$ cat config.mk
export PLATFORM = sky130hd
export DESIGN_NAME = bus_burst_fsm
export DESIGN_NICKNAME = d
export VERILOG_FILES = /design/src/rtl/bus_burst_fsm.sv
export SDC_FILE = /design/constraint.sdc
export NUM_CORES = 1
export LEC_CHECK = 0
export BUFFER_PORTS_ARGS = -buffer_cell sky130_fd_sc_hd__buf_2
export CORE_AREA = 2 2 39 41
export CTS_BUF_LIST = sky130_fd_sc_hd__clkbuf_4 sky130_fd_sc_hd__clkbuf_8 sky130_fd_sc_hd__clkbuf_16
export DETAILED_ROUTE_END_ITERATION = 7
export DIE_AREA = 0 0 41 43
export GPL_TIMING_DRIVEN = 1
export SLEW_MARGIN = 20
export SYNTH_ARGS = -nofsm -noshare
export SYNTH_HDL_FRONTEND = slang
export SYNTH_SLANG_ARGS = --single-unit
$ cat constraint.sdc
create_clock -name HCLK -period 1.8 [get_ports HCLK]
set_input_delay 0.45 -clock HCLK [delete_from_list [all_inputs] [get_ports HCLK]]
set_output_delay 0.45 -clock HCLK [all_outputs]
set_load 0.02 [all_outputs]
$ cat src/rtl/bus_burst_fsm.sv
// AHB bus sequencer for one uncached single access or one fixed-length cache-line burst.
// Drives the address-phase controls and tracks data beats until the pipeline releases the bus.
module bus_burst_fsm #(
  parameter int BEATSPERLINE = 4,
  parameter bit BURSTEN      = 1'b1
) (
  input  logic                            HCLK,
  input  logic                            HRESETn,
  input  logic                            Stall,
  input  logic                            Flush,
  input  logic [1:0]                      BusRW,
  input  logic [1:0]                      CacheBusRW,
  input  logic                            HREADY,
  output logic [1:0]                      HTRANS,
  output logic                            HWRITE,
  output logic [2:0]                      HBURST,
  output logic [$clog2(BEATSPERLINE)-1:0] BeatCount,
  output logic                            CaptureEn,
  output logic                            CacheBusAck,
  output logic                            BusStall,
  output logic                            BusCommitted
);

  localparam int BW = $clog2(BEATSPERLINE);
  localparam logic [BW-1:0] LAST_BEAT = BW'(BEATSPERLINE - 1);

  localparam logic [1:0] TRANS_IDLE   = 2'b00;
  localparam logic [1:0] TRANS_NONSEQ = 2'b10;
  localparam logic [1:0] TRANS_SEQ    = 2'b11;

  localparam logic [2:0] INCR_CODE  = (BEATSPERLINE == 16) ? 3'b111 :
                                      (BEATSPERLINE == 8)  ? 3'b101 : 3'b011;
  localparam logic [2:0] BURST_CODE = BURSTEN ? INCR_CODE : 3'b000;
  localparam logic [1:0] BEAT_TRANS = BURSTEN ? TRANS_SEQ : TRANS_NONSEQ;

  typedef enum logic [2:0] {
    ADR_PHASE,
    DATA_PHASE,
    CACHE_FETCH,
    CACHE_WRITEBACK,
    MEM3
  } state_t;

  state_t        state, next_state;
  logic [BW-1:0] next_beat;

  logic in_burst, last_beat, go;
  logic single_req, fetch_req, wb_req;
  logic launch_ok, launch_single, launch_burst;

  assign in_burst   = (state == CACHE_FETCH) || (state == CACHE_WRITEBACK);
  assign last_beat  = (BeatCount == LAST_BEAT);
  assign go         = HREADY & ~Flush;
  assign single_req = |BusRW;
  assign fetch_req  = (BusRW == 2'b00) && (CacheBusRW == 2'b10);
  assign wb_req     = (BusRW == 2'b00) && (CacheBusRW == 2'b01);

  // NOTE: state registers use non-blocking assignments so every flop samples pre-edge values.
  always_ff @(posedge HCLK or negedge HRESETn) begin
    if (!HRESETn) begin
      state     <= ADR_PHASE;
      BeatCount <= '0;
    end else begin
      state     <= next_state;
      BeatCount <= next_beat;
    end
  end

  // NOTE: next_state gets a default before the case so no path leaves it unassigned (no latch).
  always_comb begin
    next_state = state;
    unique case (state)
      ADR_PHASE: begin
        if (go) begin
          if (single_req)     next_state = DATA_PHASE;
          else if (fetch_req) next_state = CACHE_FETCH;
          else if (wb_req)    next_state = CACHE_WRITEBACK;
        end
      end
      DATA_PHASE:                  if (HREADY) next_state = MEM3;
      CACHE_FETCH, CACHE_WRITEBACK: if (HREADY && last_beat) next_state = MEM3;
      MEM3:                        if (!Stall) next_state = ADR_PHASE;
      default:                     next_state = ADR_PHASE;
    endcase
    if (Flush) next_state = ADR_PHASE;
  end

  // The beat index only survives while the burst continues; leaving it (done or flushed) clears it.
  always_comb begin
    next_beat = '0;
    if (in_burst && (next_state == state))
      next_beat = HREADY ? BeatCount + BW'(1) : BeatCount;
  end

  // Launch is masked during reset so the bus stays IDLE even with requests pending.
  assign launch_ok     = HRESETn & go & (state == ADR_PHASE);
  assign launch_single = launch_ok & single_req;
  assign launch_burst  = launch_ok & (fetch_req | wb_req);

  always_comb begin
    HTRANS = TRANS_IDLE;
    HBURST = 3'b000;
    HWRITE = 1'b0;
    if (launch_single) begin
      HTRANS = TRANS_NONSEQ;
      HWRITE = BusRW[0];
    end else if (launch_burst) begin
      HTRANS = TRANS_NONSEQ;
      HBURST = BURST_CODE;
      HWRITE = CacheBusRW[0];
    end else if (in_burst) begin
      HBURST = BURST_CODE;
      HWRITE = (state == CACHE_WRITEBACK);
      if (!last_beat && !Flush) HTRANS = BEAT_TRANS;
    end
  end

  assign CacheBusAck  = in_burst & HREADY & last_beat & ~Flush;
  assign CaptureEn    = HREADY & ((state == DATA_PHASE) | (state == CACHE_FETCH));
  assign BusStall     = ((state == ADR_PHASE) & (single_req | (|CacheBusRW)))
                      | (state == DATA_PHASE)
                      | (in_burst & ~CacheBusAck);
  assign BusCommitted = (state != ADR_PHASE);

endmodule

-- Word level (Yosys, flattened, before mapping)
Cells that the tools add are included.
- flip-flop bits (word level): 5
- bits of input ports: 9
- output and inout bits: 12
- word-level logic and storage cells: 65
- add/sub/neg operators: 1
- equal/unequal tests: 9
- mux-type cells: 21
- bitwise logic cells: 18
- reductions and logical operators: 14
- operators with widths (kind ; number):
    2-to-1 mux 3 bit ; 9
    2-to-1 mux 2 bit ; 8
    one-hot mux 3 bit (4 select lines) ; 1
    bitwise AND 1 bit ; 11
    equality test 3 x 2 -> 1 bit, second input constant ; 2
    OR reduction 2 bit ; 3
    logical AND 1 bit ; 5
    OR 1 bit ; 5
    equality test 2 bit, second input constant ; 2
    equality test 3 x 1 -> 1 bit, second input constant ; 1
    equality test 3 bit ; 1
    equality test 3 bit, second input constant ; 1
    logical NOT 3 bit ; 1
    2-to-1 mux 1 bit ; 3
    nonzero test 3 bit ; 1
    adder 2 x 1 -> 2 bit, second input constant ; 1
    equality test 2 x 1 -> 1 bit, second input constant ; 1
    logical NOT 1 bit ; 2
    logical NOT 2 bit ; 1
    inequality test 2 bit, second input constant ; 1
    NOT 1 bit ; 2
    logical OR 1 bit ; 1

-- Logic depth before layout (Yosys ltp)
Gate-level depths: netlist of the first run.
- word-level depth: 11
- depth in mapped cells: 5
- mapped depth without buffers: 4

-- Worst setup path after synthesis of the first run
Ideal clock, no wire load.
- path type: register -> output
- start: register BeatCount[0]
- end: output port BusStall
- arrival time: 1.654 ns
- slack: -0.304 ns
- stages on the path, launching flop included: 5
- path buffers: 0
- path through: dfrtp_1 -> ha_1 -> and2_1 -> nor2b_4 -> a311oi_1
- word-level cells in the longest chain between the ends: 6
- RTL lines (what ; line ; source):
    start, declared ; 17 ; output logic [$clog2(BEATSPERLINE)-1:0] BeatCount,
    start signal, assigned ; 65 ; BeatCount <= next_beat;
    equality test 2 bit ; 52 ; assign last_beat = (BeatCount == LAST_BEAT);
    bitwise AND 1 bit (2 in a row) ; 118 ; assign CacheBusAck = in_burst & HREADY & last_beat & ~Flush;
    net CacheBusAck ; 19 ; output logic CacheBusAck,
    NOT 1 bit ; 122 ; | (in_burst & ~CacheBusAck);
    bitwise AND 1 bit ; 122 ;
    OR 1 bit ; 122 ;
    end, declared ; 20 ; output logic BusStall,
The timed path passes the listed nets, and every way through them passes these cells.

-- Worst setup path after layout of the first run
- start: register state[1]
- end: output port HTRANS[1]
- word-level cells in the longest chain between the ends: 5
- elaborated cells on any way between the ends: 10
- classes of those cells: eq/ne (2); mux (3); bitwise (3); reduce/logical (2)
- RTL lines (what ; line ; source):
    start, declared ; 44 ; state_t state, next_state;
    start signal, assigned ; 64 ; state <= next_state;
    equality test 3 x 2 -> 1 bit or logical NOT 3 bit (tied branches) ; 51, 96 ;
    logical OR 1 bit or bitwise AND 1 bit (tied branches) ; 51, 96 ;
    2-to-1 mux 2 bit or bitwise AND 1 bit (tied branches) ; 111, 98 ;
    2-to-1 mux 2 bit ; 107 ; end else if (launch_burst) begin
    2-to-1 mux 2 bit (*) ; 104 ; if (launch_single) begin
    end, declared ; 14 ; output logic [1:0] HTRANS,
Mark *: on every way between the ends. The rest lies on a longest branch, timed or not.

==> results.sh, run 1 <==
export IMPL_vias_per_cell=4.77
export IMPL_final_setup_viol_count=7
export IMPL_cts_buffer_depth=2
export IMPL_grt_max_degree=8
export IMPL_core_sq_um=1380
export IMPL_holdWs_ns=0.115
export IMPL_critPathMaxFanout=3
export IMPL_antenna_found_initial=0
export IMPL_grt_pass1_vias=545
export IMPL_fin_area_sq_um=782
export IMPL_portBuffers=19
export IMPL_critPathLaunchType="flip-flop"
export IMPL_area_growth_pct=70.3
export IMPL_synth_top_area_share=0.272
export IMPL_yosysWarnings=0
export IMPL_synth_top_cell_by_area="dfrtp_1"
export IMPL_r2r_start="BeatCount[0]"
export IMPL_cp_cell_sequence="nor4b_4, nand3b_1, o22ai_1, buf_4"
export IMPL_first_pass_iters=2
export IMPL_grt_pass1_wl_microns=2310
export IMPL_crit_path_start="state[1]"
export IMPL_crit_path_end_kind="primary output"
export IMPL_vdd_ir_drop_max_uv=295
export IMPL_fillerInstances=134
export IMPL_die_height_microns=43
export IMPL_required_ns=1.35
export IMPL_p_per_area_nw_per_um2=528
export IMPL_overflow=0
export IMPL_ctsHtreeMaxLevel=1
export IMPL_synth_nets=64
export IMPL_fin_worst_skew_ns=0.00102
export IMPL_fin_ws_ns=-0.160
export IMPL_initial_core_util=0.332
export IMPL_switchingPower_mw=0.121
export IMPL_crit_type="reg2out"
export IMPL_final_min_clock_period_ns=1.96
export IMPL_routedWlPerCell_microns=13.1
export IMPL_intPower_mw=0.292
export IMPL_cts_tree="built"
export IMPL_cts_sinks=5
export IMPL_fmax_mhz=510
export IMPL_io_pins=21
export IMPL_outcome="finished with violations"
export IMPL_dieWidth_microns=41
export IMPL_die_area_sq_um=1760
export IMPL_drt_total_wl_microns=1380
export IMPL_numCtsBuffers=3
export IMPL_rsz0062_at_grt="true"
export IMPL_slowest_stage="dfrtp_1"
export IMPL_worst_hold_path_type="in2async"
export IMPL_final_nets=100
export IMPL_period_share=1.09
export IMPL_path_clk_slew_ns=0.04
export IMPL_synth_seq_cells=5
export IMPL_drc=0
export IMPL_arrival_ns=1.51
export IMPL_violations="negative setup slack"
export IMPL_synth_top_cells_by_area="dfrtp_1 27%, nor2b_1 5.4%, nor4b_4 5.2%, buf_4 4.9%, buf_6 4.9%"
export IMPL_diodes=0
export IMPL_maxCapViolCount=0
export IMPL_drv_slew=0
export IMPL_synthDistinctLibCells=27
export IMPL_hold_viol=0
export IMPL_syn_area_sq_um=459
export IMPL_power_frac_clock=0.345
export IMPL_rows=14
export IMPL_dpl_instance_area_sq_um=651
export IMPL_vias=501
export IMPL_grtUsageTotal=0.200
export IMPL_clk_latency_ns=0.24
export IMPL_syn_inst=54
export IMPL_layout_drive_gt1_share=0.573
export IMPL_gp_congestion=0.818
export IMPL_avgSynthCellArea_sq_um=8.50
export IMPL_post_dp_hpwl_microns=1080
export IMPL_ant_nets=0
export IMPL_seq_power_share=0.298
export IMPL_cpPeakStageDelay_ns=0.43
export IMPL_p_sw_frac=0.293
export IMPL_comb_power_share=0.357
export IMPL_cts_root_buf="clkbuf_4"
export IMPL_ys_seq_area_frac=0.272
export IMPL_drt_iter0_markers=7
export IMPL_power_leakage_nw=0.379
## synthesized netlist by cell type
master / instances
buf_6: 2
nor4b_4: 1
nand3_1: 1
a311oi_1: 1
o21ai_0: 2
nand3b_1: 3
conb_1: 1
nor3_1: 2
xor2_1: 1
a21oi_1: 4
nand2_1: 2
or3_1: 1
a32oi_1: 1
dfrtp_1: 5
nor2_1: 6
o31ai_1: 1
buf_4: 3
nor3b_1: 1
o22ai_1: 3
inv_1: 3
xnor2_1: 1
or3b_1: 1
and2_1: 1
nor2b_1: 4
nor2b_4: 1
mux2_2: 1
ha_1: 1
## layer usage
| layer | vias to the layer above | track usage | part of all wire |
|---|---|---|---|
| li1 | 254 | - | - |
| met1 | 238 | 0.239 | 0.42 |
| met2 | 9 | 0.309 | 0.55 |
| met3 | 0 | 0.0366 | 0.025 |
| met4 | 0 | 0.127 | 0 |
| met5 | - | 0 | 0 |
## cell families (layout without fill, tap and decap cells)
kind of cell | Yosys count | after routing | share of synthesized area
compound gates | 12 | 12 | 0.161
xor+xnor | 2 | 2 | 0.0382
other cells | 1 | 1 | 0.00817
flops | 5 | 5 | 0.272
buf+inv | 8 | 43 | 0.123
fa+ha+maj | 1 | 1 | 0.0272
simple gates | 24 | 24 | 0.346
mux | 1 | 1 | 0.0245
## state kept, by name, indices dropped and copies added (netlist names)
name       count
state          3
BeatCount      2
## critical path: cells and delay by family (launching register included)
family	cells	cell delay, ns
AOI/OAI and AO/OA	1	0.16
buffers and inverters	1	0.17
DFF	1	0.43
and+or+nand+nor	2	0.52
## worst paths after layout
| check | end | slack [ns] | cells after the start |
|---|---|---|---|
| worst max register to register | state[2] | 0.42 | 5 |
| worst max-delay path | HTRANS[1] | -0.16 | 4 |
| max in group asynchronous | state[2] | 1.57 | 2 |
| worst min register to register | BeatCount[1] | 0.68 | 3 |
| worst min-delay path | state[1] | 0.12 | 2 |
| min in group HCLK | state[2] | 0.49 | 3 |
## through the flow
stage	setup slack, ns	setup TNS (ns)	total power [mW]	std cells	utilization
floorplan	-0.0691	-0.111	0.200	54	-
global placement	-0.0669	-0.144	0.245	96	0.470
detailed placement	-0.106	-0.251	0.247	96	0.470
CTS	-0.148	-0.847	0.406	103	0.536
global route	-0.236	-1.40	0.437	105	0.565
finish	-0.160	-0.950	0.413	105	0.565
## layout make-up
cell class              instances  area, sq um  area share
repair buffers                 36          265       0.339
flip-flops and latches          5          126       0.162
inverters                       3         11.3      0.0144
well taps                      16         20.0      0.0256
clock buffers                   4         30.0      0.0384
multi-input cells              41          329       0.421
## layout by cell type, fill, tap and decap left out
cell type  instances
or3b_4             1
nand2_1            2
buf_6              6
nor2b_4            1
or3_4              1
buf_4             19
xor2_1             1
o21ai_1            1
clkbuf_4           4
mux2_2             1
nor2_4             1
o22ai_4            1
ha_2               1
o21ai_0            1
nand3_1            1
a32oi_1            1
a21oi_1            4
o22ai_1            2
conb_1             1
dfrtp_2            1
nor3_1             2
inv_1              3
nor2b_1            4
buf_2             11
xnor2_1            1
a311oi_4           1
dfrtp_1            4
o31ai_1            1
nor4b_4            1
and2_4             1
nor2_1             5
nor3b_1            1
nand3b_1           3
## timing repair
item / 4_1_cts / 5_1_grt
buffers inserted: 3 / 2
pin swaps: 6 / 0
resized for setup: 14 / 7
hold buffers: 0 / 0
setup endpoints to repair: 8 / 9
## power by group through the flow
stage          clock (mW)  sequential, mW  combinational, mW
2_1_floorplan           0           0.123             0.0771
3_3_place_gp            0           0.124              0.121
3_5_place_dp            0           0.124              0.123
4_1_cts             0.149           0.122              0.135
5_1_grt             0.155           0.123              0.160
6_report            0.143           0.123              0.147
(Power assumes the default switching activity.)
==> run 2: changes to the inputs <==
clock period = 1.6 ns   (was 1.8 ns; I/O delays follow)
==> run 2 against run 1 <==
The flow still finishes with violations (negative setup slack). Utilization is 0.090 points higher. Final cell count stayed put. Sequential cell count stayed put. Sequential power is 11% higher. Clock skew is 0.0042 ns higher. Sequential share of layout area hardly changed. Critical endpoint unchanged. Largest power group unchanged. Highest routed layer unchanged.
==> results.sh, run 2 (same netlist as run 1, synthesis figures left out) <==
export IMPL_reg_top3="state (3), BeatCount (2)"
export IMPL_met3_wirelength_microns=57
export IMPL_antenna_found_initial=0
export IMPL_power_leakage_nw=0.379
export IMPL_intPower_mw=0.330
export IMPL_ctsHtreeMaxLevel=1
export IMPL_switchingPower_mw=0.133
export IMPL_period_share=1.20
export IMPL_gp_congestion=0.829
export IMPL_routedWlPerCell_microns=11.2
export IMPL_die_height_microns=43
export IMPL_final_nets=100
export IMPL_vias_per_cell=4.99
export IMPL_cts_buffer_depth=2
export IMPL_layout_common_cells="17 x buf_4, 12 x buf_2, 7 x buf_6"
export IMPL_path_clk_slew_ns=0.05
export IMPL_grt_pass1_wl_microns=1900
export IMPL_vias=524
export IMPL_overflow=0
export IMPL_clk_latency_ns=0.24
export IMPL_dieWidth_microns=41
export IMPL_regMostFlops="state"
export IMPL_violations="negative setup slack"
export IMPL_fin_worst_skew_ns=0.00525
export IMPL_critPathMaxFanout=3
export IMPL_grt_pass1_vias=447
export IMPL_diodes=0
export IMPL_ant_nets=0
export IMPL_initial_core_util=0.332
export IMPL_rsz0062_at_grt="true"
export IMPL_crit_path_end_kind="primary output"
export IMPL_layout_drive_gt1_share=0.573
export IMPL_p_per_area_nw_per_um2=592
export IMPL_area_growth_pct=70.6
export IMPL_drv_slew=0
export IMPL_numCtsBuffers=3
export IMPL_vdd_ir_drop_max_uv=273
export IMPL_crit_type="reg2out"
export IMPL_p_total_mw=0.463
export IMPL_outcome="finished with violations"
export IMPL_final_setup_viol_count=9
export IMPL_portBuffers=19
export IMPL_hold_viol=0
export IMPL_arrival_ns=1.51
export IMPL_post_dp_hpwl_microns=906
export IMPL_met2_length_microns=600
export IMPL_fin_ws_ns=-0.312
export IMPL_maxCapViolCount=0
export IMPL_setup_tns_ns=-1.97
export IMPL_grt_max_degree=8
export IMPL_p_sw_frac=0.288
export IMPL_first_pass_iters=4
export IMPL_io_pins=21
export IMPL_required_ns=1.20
export IMPL_critPathLaunchType="flip-flop"
export IMPL_rows=14
export IMPL_cts_tree="built"
export IMPL_final_common_cell="buf_4"
export IMPL_drt_iter0_markers=7
export IMPL_fmax_mhz=523
export IMPL_power_frac_clock=0.345
export IMPL_cts_sinks=5
export IMPL_comb_power_share=0.358
export IMPL_wl_met1_microns=514
export IMPL_largest_reg_flops=3
export IMPL_drt_total_wl_microns=1170
export IMPL_worst_hold_path_type="in2async"
export IMPL_top_layer_used="met3"
export IMPL_cts_root_buf="clkbuf_4"
export IMPL_final_min_clock_period_ns=1.91
export IMPL_seq_power_share=0.297
export IMPL_drc=0
export IMPL_grtUsageTotal=0.157
export IMPL_core_sq_um=1380
export IMPL_die_area_sq_um=1760
==> run 2: cell counts in the layout (fill, tap and decap cells not counted) <==
Identical to the previous run, type by type.
==> run 2: path summary, 6_finish.rpt <==
kind	from	end	slack, ns	depth (start not counted)
worst max-delay path	state[0]	HTRANS[1]	-0.31	4
worst min-delay path	HRESETn	state[0]	0.08	2
worst max register to register	state[0]	state[1]	0.27	6
worst min register to register	BeatCount[1]	BeatCount[1]	0.64	3
max in group asynchronous	HRESETn	state[2]	1.39	2
min in group HCLK	Stall	state[2]	0.44	3
==> run 2: routing by layer <==
layer  up-vias  global-route usage
met3         0              0.0314
met2        17               0.244
met4         0              0.0800
met1       251               0.196
li1        256                   -
met5         -                   0
==> run 2: cell type report <==
cell class | count | area, sq um
inverters | 3 | 11.3
repair buffers | 36 | 267
well taps | 16 | 20.0
fillers | 136 | 601
clock buffers | 4 | 30.0
multi-input cells | 41 | 329
flip-flops and latches | 5 | 126
==> run 2: critical path: stages, from the launching register on <==
cell and delay [ns]:
dfrtp_1 0.40, nor4b_4 0.30, nand3b_1 0.21, o22ai_1 0.17, buf_2 0.19
==> run 2: power groups by stage <==
stage	clock network (mW)	logic, mW	registers (mW)
after floorplan	0	0.0871	0.139
after global placement	0	0.136	0.139
after detailed placement	0	0.136	0.139
after CTS	0.169	0.156	0.138
after global routing	0.173	0.180	0.138
final	0.160	0.166	0.137
==> run 2: stage by stage <==
stage,hold WS (ns),cells,worst slack (ns),util,cell area [sq um]
after floorplan,0.104,54,-0.173,-,494
after global placement,0.320,97,-0.166,0.476,658
after detailed placement,0.321,97,-0.184,0.476,658
after CTS,0.0612,103,-0.308,0.543,752
after global routing,0.0753,105,-0.394,0.566,783
final,0.0799,105,-0.312,0.566,783
==> run 2: repair_timing <==
item / CTS / global route
hold buffers: 0 / 0
setup endpoints to repair: 9 / 9
setup buffers: 2 / 2
pin swaps: 5 / 1
resized for setup: 17 / 4
